--- config.mk ---
export PLATFORM = sky130hd
export DESIGN_NAME = subleq_exec_unit
export DESIGN_NICKNAME = d
export VERILOG_FILES = /design/src/rtl/subleq_exec_unit.sv
export SDC_FILE = /design/constraint.sdc
export NUM_CORES = 1
export LEC_CHECK = 0
export ABC_CLOCK_PERIOD_IN_PS = 2900
export CAP_MARGIN = 20
export CORE_UTILIZATION = 45
export DETAILED_ROUTE_END_ITERATION = 12
export GPL_TIMING_DRIVEN = 0
export PLACE_DENSITY = 0.8
export SYNTH_ARGS = -nofsm -noshare
export SYNTH_HDL_FRONTEND = slang
export SYNTH_SLANG_ARGS = --single-unit
export TNS_END_PERCENT = 100
--- constraint.sdc ---
create_clock -name clk -period 2.9 [get_ports clk]
set_clock_uncertainty 0.15 [all_clocks]
set_input_delay 0.58 -clock clk [delete_from_list [all_inputs] [get_ports clk]]
set_output_delay 0.58 -clock clk [all_outputs]
set_load 0.01 [all_outputs]
--- src/rtl/subleq_exec_unit.sv ---
// SUBLEQ execution unit: mem[B] -= mem[A], branch to C when the result is <= 0.
// Optional retire counter output enabled by defining SUBLEQ_RETIRE_CNT_EN.
module subleq_exec_unit #(
  parameter  int ADDR_WIDTH  = 16,
  parameter  int DATA_WIDTH  = 32,
  localparam int INSTR_WIDTH = 3 * ADDR_WIDTH
) (
  input  logic                   clk,
  input  logic                   rst,
  input  logic                   start,
  input  logic                   step,
  input  logic                   stop,
  input  logic [ADDR_WIDTH-1:0]  start_pc,
  output logic                   instr_rd,
  output logic [ADDR_WIDTH-1:0]  instr_addr,
  input  logic [INSTR_WIDTH-1:0] instr_rdata,
  output logic                   data_rd,
  output logic                   data_wr,
  output logic [ADDR_WIDTH-1:0]  data_addr,
  output logic [DATA_WIDTH-1:0]  data_wdata,
  input  logic [DATA_WIDTH-1:0]  data_rdata,
  output logic                   busy,
  output logic                   halted,
  output logic [ADDR_WIDTH-1:0]  pc
`ifdef SUBLEQ_RETIRE_CNT_EN
  ,
  output logic [31:0]            retired_cnt
`endif
);

  typedef enum logic [2:0] {
    IDLE,
    FETCH,
    DECODE,
    LOAD_A,
    LOAD_B,
    WRITE,
    HALT
  } state_t;

  state_t                state;
  state_t                state_next;
  logic [ADDR_WIDTH-1:0] b_reg;
  logic [ADDR_WIDTH-1:0] c_reg;
  logic [DATA_WIDTH-1:0] op_a;
  logic [DATA_WIDTH-1:0] temp;
  logic                  stop_req;
  logic                  single_mode;

  logic [ADDR_WIDTH-1:0] field_a;
  logic [ADDR_WIDTH-1:0] field_b;
  logic [ADDR_WIDTH-1:0] field_c;
  logic                  leq;
  logic                  self_jump;
  logic                  start_ok;

  assign field_a   = instr_rdata[INSTR_WIDTH-1 -: ADDR_WIDTH];
  assign field_b   = instr_rdata[2*ADDR_WIDTH-1 -: ADDR_WIDTH];
  assign field_c   = instr_rdata[ADDR_WIDTH-1:0];
  assign leq       = temp[DATA_WIDTH-1] | (temp == '0);
  assign self_jump = leq && (c_reg == pc);
  assign busy      = (state != IDLE) && (state != HALT);
  assign halted    = (state == HALT);
  assign start_ok  = ((state == IDLE) || (state == HALT)) && start;

  // Strobes are gated by rst so a reset cycle never issues a memory access.
  always_comb begin
    state_next = state;
    instr_rd   = 1'b0;
    instr_addr = '0;
    data_rd    = 1'b0;
    data_wr    = 1'b0;
    data_addr  = '0;
    data_wdata = '0;
    case (state)
      IDLE: begin
        if (start || step) state_next = FETCH;
      end
      FETCH: begin
        instr_rd   = rst;
        instr_addr = pc;
        state_next = DECODE;
      end
      DECODE: begin
        data_rd    = rst;
        data_addr  = field_a;
        state_next = LOAD_A;
      end
      LOAD_A: begin
        data_rd    = rst;
        data_addr  = b_reg;
        state_next = LOAD_B;
      end
      LOAD_B: begin
        state_next = WRITE;
      end
      WRITE: begin
        data_wr    = rst;
        data_addr  = b_reg;
        data_wdata = temp;
        if (self_jump)                          state_next = HALT;
        else if (stop_req || stop || single_mode) state_next = IDLE;
        else                                    state_next = FETCH;
      end
      HALT: begin
        if (start) state_next = FETCH;
      end
      default: state_next = IDLE;
    endcase
  end

  always_ff @(posedge clk) begin
    if (!rst) begin
      state       <= IDLE;
      pc          <= '0;
      b_reg       <= '0;
      c_reg       <= '0;
      op_a        <= '0;
      temp        <= '0;
      stop_req    <= 1'b0;
      single_mode <= 1'b0;
    end else begin
      state <= state_next;
      case (state)
        IDLE: begin
          if (start) begin
            pc          <= start_pc;
            single_mode <= 1'b0;
          end else if (step) begin
            single_mode <= 1'b1;
          end
        end
        DECODE: begin
          b_reg <= field_b;
          c_reg <= field_c;
        end
        LOAD_A: op_a <= data_rdata;
        LOAD_B: temp <= data_rdata - op_a;
        WRITE:  pc   <= leq ? c_reg : pc + ADDR_WIDTH'(1);
        HALT: begin
          if (start) begin
            pc          <= start_pc;
            single_mode <= 1'b0;
          end
        end
        default: ;
      endcase
      // A stop seen while busy is held until the instruction retires.
      if ((state_next == IDLE) || (state_next == HALT)) stop_req <= 1'b0;
      else if (busy && stop)                            stop_req <= 1'b1;
    end
  end

`ifdef SUBLEQ_RETIRE_CNT_EN
  always_ff @(posedge clk) begin
    if (!rst)                 retired_cnt <= '0;
    else if (start_ok)        retired_cnt <= '0;
    else if (state == WRITE)  retired_cnt <= retired_cnt + 32'd1;
  end
`else
  logic unused_start_ok;
  assign unused_start_ok = start_ok;
`endif

endmodule

==> flow_summary.toml, run 1 <==
[die]
die_area_um2 = 16890
fp.dieW_um = 130.0
core_um2 = 15940
ios = 186
die_h_um = 130.0
rows = 46
initial_utilization_pct = 46.22

[pwr]
power_leakage_nw = 4.274
ir_worst_vdd_mv = 0.4581
p_per_area_nw_per_um2 = 514.9
p_int_w = 0.003764
p_seq_share_pct = 33.1
power_w = 0.005375
switching_share_pct = 29.96
pwr-share-clk_pct = 41.5
switching_power_w = 0.001610
combPwrFrac_pct = 25.5

[global_routing]
antenna_found_initial = 0
gr-usage-all-layers_pct = 29.66
grt_start_max_net_pins = 17
grt_overflow = 0
grt_pass1_wl_um = 38830
grt_pass1_vias = 7560

[sta]
hold_violations = 0
fin_crit_ns = 2.896
rsz0062_at_grt = "yes"
max_freq_mhz = 345.3
relSlewSlack_pct = 46.68
slew_violations = 0
setup_viol = 0
tightestPinTransition_ns = 0.7968
period_share_pct = 99.86

[hold_path]
hold_end = "op_a[5]$_SDFFE_PN0N_"
hold_depth = 2
holdCritPathClass = "flop to flop"
hold_path.startpoint = "op_a[5]$_SDFFE_PN0N_"

[synth]
syn-mean-instance-area_um2 = 7.317
postSynthCellCount = 1007
yosysUniqueCellTypes = 60
synth_edf_count = 0
netlist_top_cells_area = "dfxtp_1, nand2_1, a21oi_1"
ys_ff_latch = 117
synth-seq-area-share_pct = 31.79
synth_top_flop_cell = "dfxtp_1"
synth_top_cell_by_area = "dfxtp_1"
syn-cell-area_um2 = 7368
synth.net_count = 1141
synth-async-reset-ratio_pct = 0
ys_warn_count = 0
synth.top_cell.area_share_pct = 31.79

[route]
via_per_inst = 5.618
drt_wl_total_um = 25010
wl_per_cell_um = 17.34
ant_nets = 0
drc_errors = 0
drtIter0Drc = 622
vias = 8101
firstDrtPassIters = 5

[cts]
cts_buffers = 17
worst_skew_pair.late_latency_ns = 0.42
cts.htree.levels = 4
cts_tree = "yes"
cts-root-buf = "clkbuf_16"
postCtsHoldBufs = 0
clock-sinks = 117
cts.reportedPaths.clkPinSlew_ns = 0.06
cts_buffer_depth = 2

[critical_path]
crit-reg2reg-capture = "stop_req$_SDFFE_PP0P_"
crit_path_start_kind = "flop"
cp_cell_sequence = "nor4_1, nand4_1, o21bai_1, buf_2, nand2_1, a31oi_1, a211oi_1"
r2r_slack_ns = 0.004
crit_arrival_ns = 3.03
cp-end-kind = "flop"
critPathMaxFanout = 10
max_stage_delay_ns = 0.55
worstSetupPathType = "flop to flop"
rr_worst_depth = 7
r2r_start = "temp[23]$_SDFFE_PN0P_"
worstPathRequired_ns = 3.04
cp_slowest_cell = "o21bai_1"

[layout]
fill_cells = 1387
top_regs = "op_a x32, temp x32"
nNetsFinal = 1347
drive_gt1_share_pct = 8.564
final_common_cell = "nand2_1"
fin_cells = 1442
layout_common_cells = "nand2_1, clkdlybuf4s50_1, dfxtp_1, a21oi_1, nor2_1"
syn_to_final_growth_pct = 41.67
antenna_cells = 0

[placed_design]
dpl.cell_count = 1407
place_congestion = 0.9090
portBuffers = 184
dpl.hpwl_um = 18460

[flow_run]
maxCapViolations = 0

[outcome]
run_status = "complete, no violations"
-- kinds of logic after synthesis --
logic type / after synthesis / share of synthesized area [%]
flops: 117 / 31.79
mux: 12 / 1.630
compound gates: 280 / 23.91
simple gates: 402 / 24.79
buf+inv: 113 / 6.232
fa+ha+maj: 33 / 5.706
xor+xnor: 50 / 5.943
-- routing by layer --
layer	share of wire, %	vias up	wire length, um	global-route usage, %
li1	-	3919	-	-
met2	48	390	12020	50.30
met1	42	3733	10450	37.19
met5	0	-	0	0
met4	2.3	0	582	10.26
met3	7.8	59	1949	6.355
-- power by group through the flow --
| stage | clock network, W | logic [W] | registers, W |
|---|---|---|---|
| finish | 0.00223 | 0.00137 | 0.00178 |
| global route | 0.00232 | 0.00148 | 0.00179 |
| CTS | 0.00223 | 0.00132 | 0.00178 |
| detailed placement | 0 | 0.00128 | 0.00181 |
| global placement | 0 | 0.00126 | 0.00180 |
| floorplan | 0 | 0.000786 | 0.00180 |
-- worst max path at each step --
stage / from / to / slack [ns] / depth (start not counted)
after floorplan: data_rdata[0] / temp[20]$_SDFFE_PN0P_ / 0.09 / 10
after global placement: data_rdata[2] / temp[26]$_SDFFE_PN0P_ / -0.76 / 9
after detailed placement: data_rdata[2] / temp[26]$_SDFFE_PN0P_ / -0.79 / 9
after CTS: state[0]$_SDFF_PN0_ / data_addr[11] / -0.01 / 5
after global routing: data_rdata[4] / temp[25]$_SDFFE_PN0P_ / -0.06 / 9
final: temp[23]$_SDFFE_PN0P_ / stop_req$_SDFFE_PP0P_ / 0.004 / 7
-- worst max-delay path: cells and delay by family (launching register included) --
family / cells / cell delay [ns]
compound gates: 3 / 0.97
flops: 1 / 0.32
simple gates: 3 / 0.97
buf+inv: 1 / 0.35
-- stage by stage --
stage                      TNS [ns]  hold slack [ns]  area [um2]  worst slack (ns)  utilization [%]
after floorplan                   0           0.2860        7368           0.08530                -
after global placement       -19.18           0.2914        9480           -0.7640            59.46
after detailed placement     -21.29           0.2975        9480           -0.7932            59.46
after CTS                 -0.009994           0.3053       10300         -0.009994            64.59
after global routing        -0.1191           0.3147       10440          -0.06362            65.48
final                             0           0.3026       10440          0.003966            65.48
-- what timing repair did --
item,CTS,global route
gates resized for setup,69,49
setup buffers,7,1
setup endpoints to repair,78,31
pin swaps,6,9
-- synthesized netlist by cell type, drive strengths merged, types with 14 or more instances --
cell type,n
o21ai,49
nor2,61
nand4,16
clkbuf,61
o211ai,14
and2,23
and3,37
xor2,17
a22o,17
a21oi,121
nand2,205
xnor2,33
inv,46
nand3,18
dfxtp,117
ha,32
-- cell type report --
type,instances,area [um2],area share (%)
Inverter,46,172.7,1.654
Multi-Input combinational cell,777,4795,45.93
Clock inverter,9,122.6,1.175
Sequential cell,117,2347,22.49
Timing Repair Buffer,192,1914,18.34
Tap cell,216,270.3,2.589
Clock buffer,23,498.0,4.770
Buffer,62,319.1,3.056
Power figures use the tool's default switching activity.
==> run 2, diff against run 1 <==
--- a/config.mk
+++ b/config.mk
@@ -10,7 +10,7 @@
 export CORE_UTILIZATION = 45
 export DETAILED_ROUTE_END_ITERATION = 12
 export GPL_TIMING_DRIVEN = 0
-export PLACE_DENSITY = 0.8
+export PLACE_DENSITY_LB_ADDON = 0.25
 export SYNTH_ARGS = -nofsm -noshare
 export SYNTH_HDL_FRONTEND = slang
 export SYNTH_SLANG_ARGS = --single-unit
==> run 2 against run 1 <==
  * Routed wire length is 4.1% lower
  * Count of clock-buffer cells in the layout is 1 lower
  * First-iteration DRC count is 23% lower
  * Fmax is 1.1% higher
  * Highest routed layer unchanged
  * Global-route usage is 1.2 points lower
  * Total power is 4.7% lower
  * Via count is 0.90% lower
  * Core utilization is 0.47 points lower
  * Critical path type is now input pin to flop
==> flow_summary.toml, run 2 (same netlist as run 1, synthesis figures left out) <==
[critical_path]
critPathMaxFanout = 5
crit_path_start_kind = "input pin"
worstPathRequired_ns = 3.06
cp-end-kind = "flop"
crit_arrival_ns = 3.03
worstSetupPathType = "input pin to flop"

[sta]
fin_crit_ns = 2.865
relSlewSlack_pct = 46.75
fin_worst_hold_slack_ns = 0.3011
setup_viol = 0
tightestPinTransition_ns = 0.7958
finalSetupTns_ns = 0
slew_violations = 0
max_freq_mhz = 349.0
period_share_pct = 98.80
hold_violations = 0

[layout]
top_regs = "op_a x32, temp x32"
syn_to_final_growth_pct = 40.65
final_common_cell = "nand2_1"
fill_cells = 1418
drive_gt1_share_pct = 8.238
layout_common_cells = "nand2_1, clkdlybuf4s50_1, dfxtp_1, a21oi_1, nor2_1"
nNetsFinal = 1347

[route]
drc_errors = 0
wl_per_cell_um = 16.61
via_per_inst = 5.563
drtIter0Drc = 480
ant_nets = 0
vias = 8028
drt_wl_total_um = 23970
firstDrtPassIters = 5

[cts]
cts.reportedPaths.clkPinSlew_ns = 0.05
cts.htree.levels = 4
postCtsHoldBufs = 0
worst_skew_pair.late_latency_ns = 0.42
clock-sinks = 117
cts_buffer_depth = 2
cts_tree = "yes"
cts-root-buf = "clkbuf_16"
cts_buffers = 17

[pwr]
p_per_area_nw_per_um2 = 494.3
power_leakage_nw = 4.281
power_w = 0.005123
ir_worst_vdd_mv = 0.4355

[placed_design]
portBuffers = 184
place_congestion = 0.9378
dpl.hpwl_um = 18020

[global_routing]
grt_overflow = 0
grt_pass1_wl_um = 37000
antenna_found_initial = 1
grt_pass1_vias = 7118
gr-usage-all-layers_pct = 28.45
grt_start_max_net_pins = 17

[flow_run]
maxCapViolations = 0

[die]
fp.dieW_um = 130.0
die_h_um = 130.0
die_area_um2 = 16890
ios = 186
initial_utilization_pct = 46.22
rows = 46
core_um2 = 15940

[outcome]
run_status = "complete, no violations"

[hold_path]
holdCritPathClass = "flop to flop"
[run 2: changes by cell type in the layout (fill, tap and decap cells not counted), moves of 2 or more]
cell and change:
a21oi_1 +2, bufinv_16 -2, clkbuf_1 -2, clkdlybuf4s50_1 -2, clkinv_2 +2, dlymetal6s2s_1 +2
ha_1 +2
[run 2: metrics by stage]
stage	setup slack [ns]	instance area, um2	instances	utilization (%)
finish	0.03470	10360	1443	65.01
floorplan	0.08530	7368	1007	-
global route	-0.02496	10360	1442	64.99
global placement	-0.7488	9480	1407	59.46
detailed placement	-0.7529	9480	1407	59.46
CTS	0.01131	10220	1442	64.10
[run 2: final cells by class]
| cell class | instances | area, um2 | share of cell area, % |
|---|---|---|---|
| multi-input cells | 777 | 4762 | 45.95 |
| flip-flops and latches | 117 | 2347 | 22.65 |
| repair buffers | 193 | 1927 | 18.59 |
| clock buffers | 22 | 474.2 | 4.576 |
| plain buffers | 61 | 327.8 | 3.163 |
| well taps | 216 | 270.3 | 2.608 |
| inverters | 46 | 172.7 | 1.666 |
| clock inverters | 10 | 80.08 | 0.7727 |
| diodes | 1 | 2.502 | 0.02415 |
[run 2: critical path, stage by stage]
cell	delay (ns)
clkdlybuf4s50_1	0.44
ha_1	0.40
a21oi_2	0.23
o21bai_1	0.11
a21oi_2	0.21
nor3_1	0.08
or3_4	0.38
or3_1	0.35
a32o_1	0.24
[run 2: power breakdown]
part	total [W]	leakage, nW	switching [W]	internal [W]
logic	0.00135	3.05	0.000737	0.000616
registers	0.00178	0.951	0.0000846	0.00169
clock network	0.00199	0.275	0.000761	0.00123
total	0.00512	4.28	0.00158	0.00354
[run 2: final timing paths]
| path | start | slack, ns | cells after the start | endpoint |
|---|---|---|---|---|
| min | b_reg[7]$_SDFFE_PN0N_ | 0.30 | 2 | b_reg[7]$_SDFFE_PN0N_ |
| max reg2reg | temp[15]$_SDFFE_PN0P_ | 0.17 | 7 | stop_req$_SDFFE_PP0P_ |
| max | data_rdata[21] | 0.03 | 9 | temp[28]$_SDFFE_PN0P_ |
| min reg2reg | b_reg[7]$_SDFFE_PN0N_ | 0.30 | 2 | b_reg[7]$_SDFFE_PN0N_ |
[run 2: what timing repair did]
item / 4_1_cts / 5_1_grt
setup endpoints to repair: 80 / 53
gates resized for setup: 67 / 51
gates cloned: 0 / 0
buffers inserted: 5 / 4
hold endpoints to repair: 0 / 0
pin swaps: 7 / 9
[run 2: metal layers]
metal,wire (um),GRT usage (%)
met3,1549,6.478
met2,11380,47.31
met5,0,0
met4,639,11.08
met1,10410,35.73
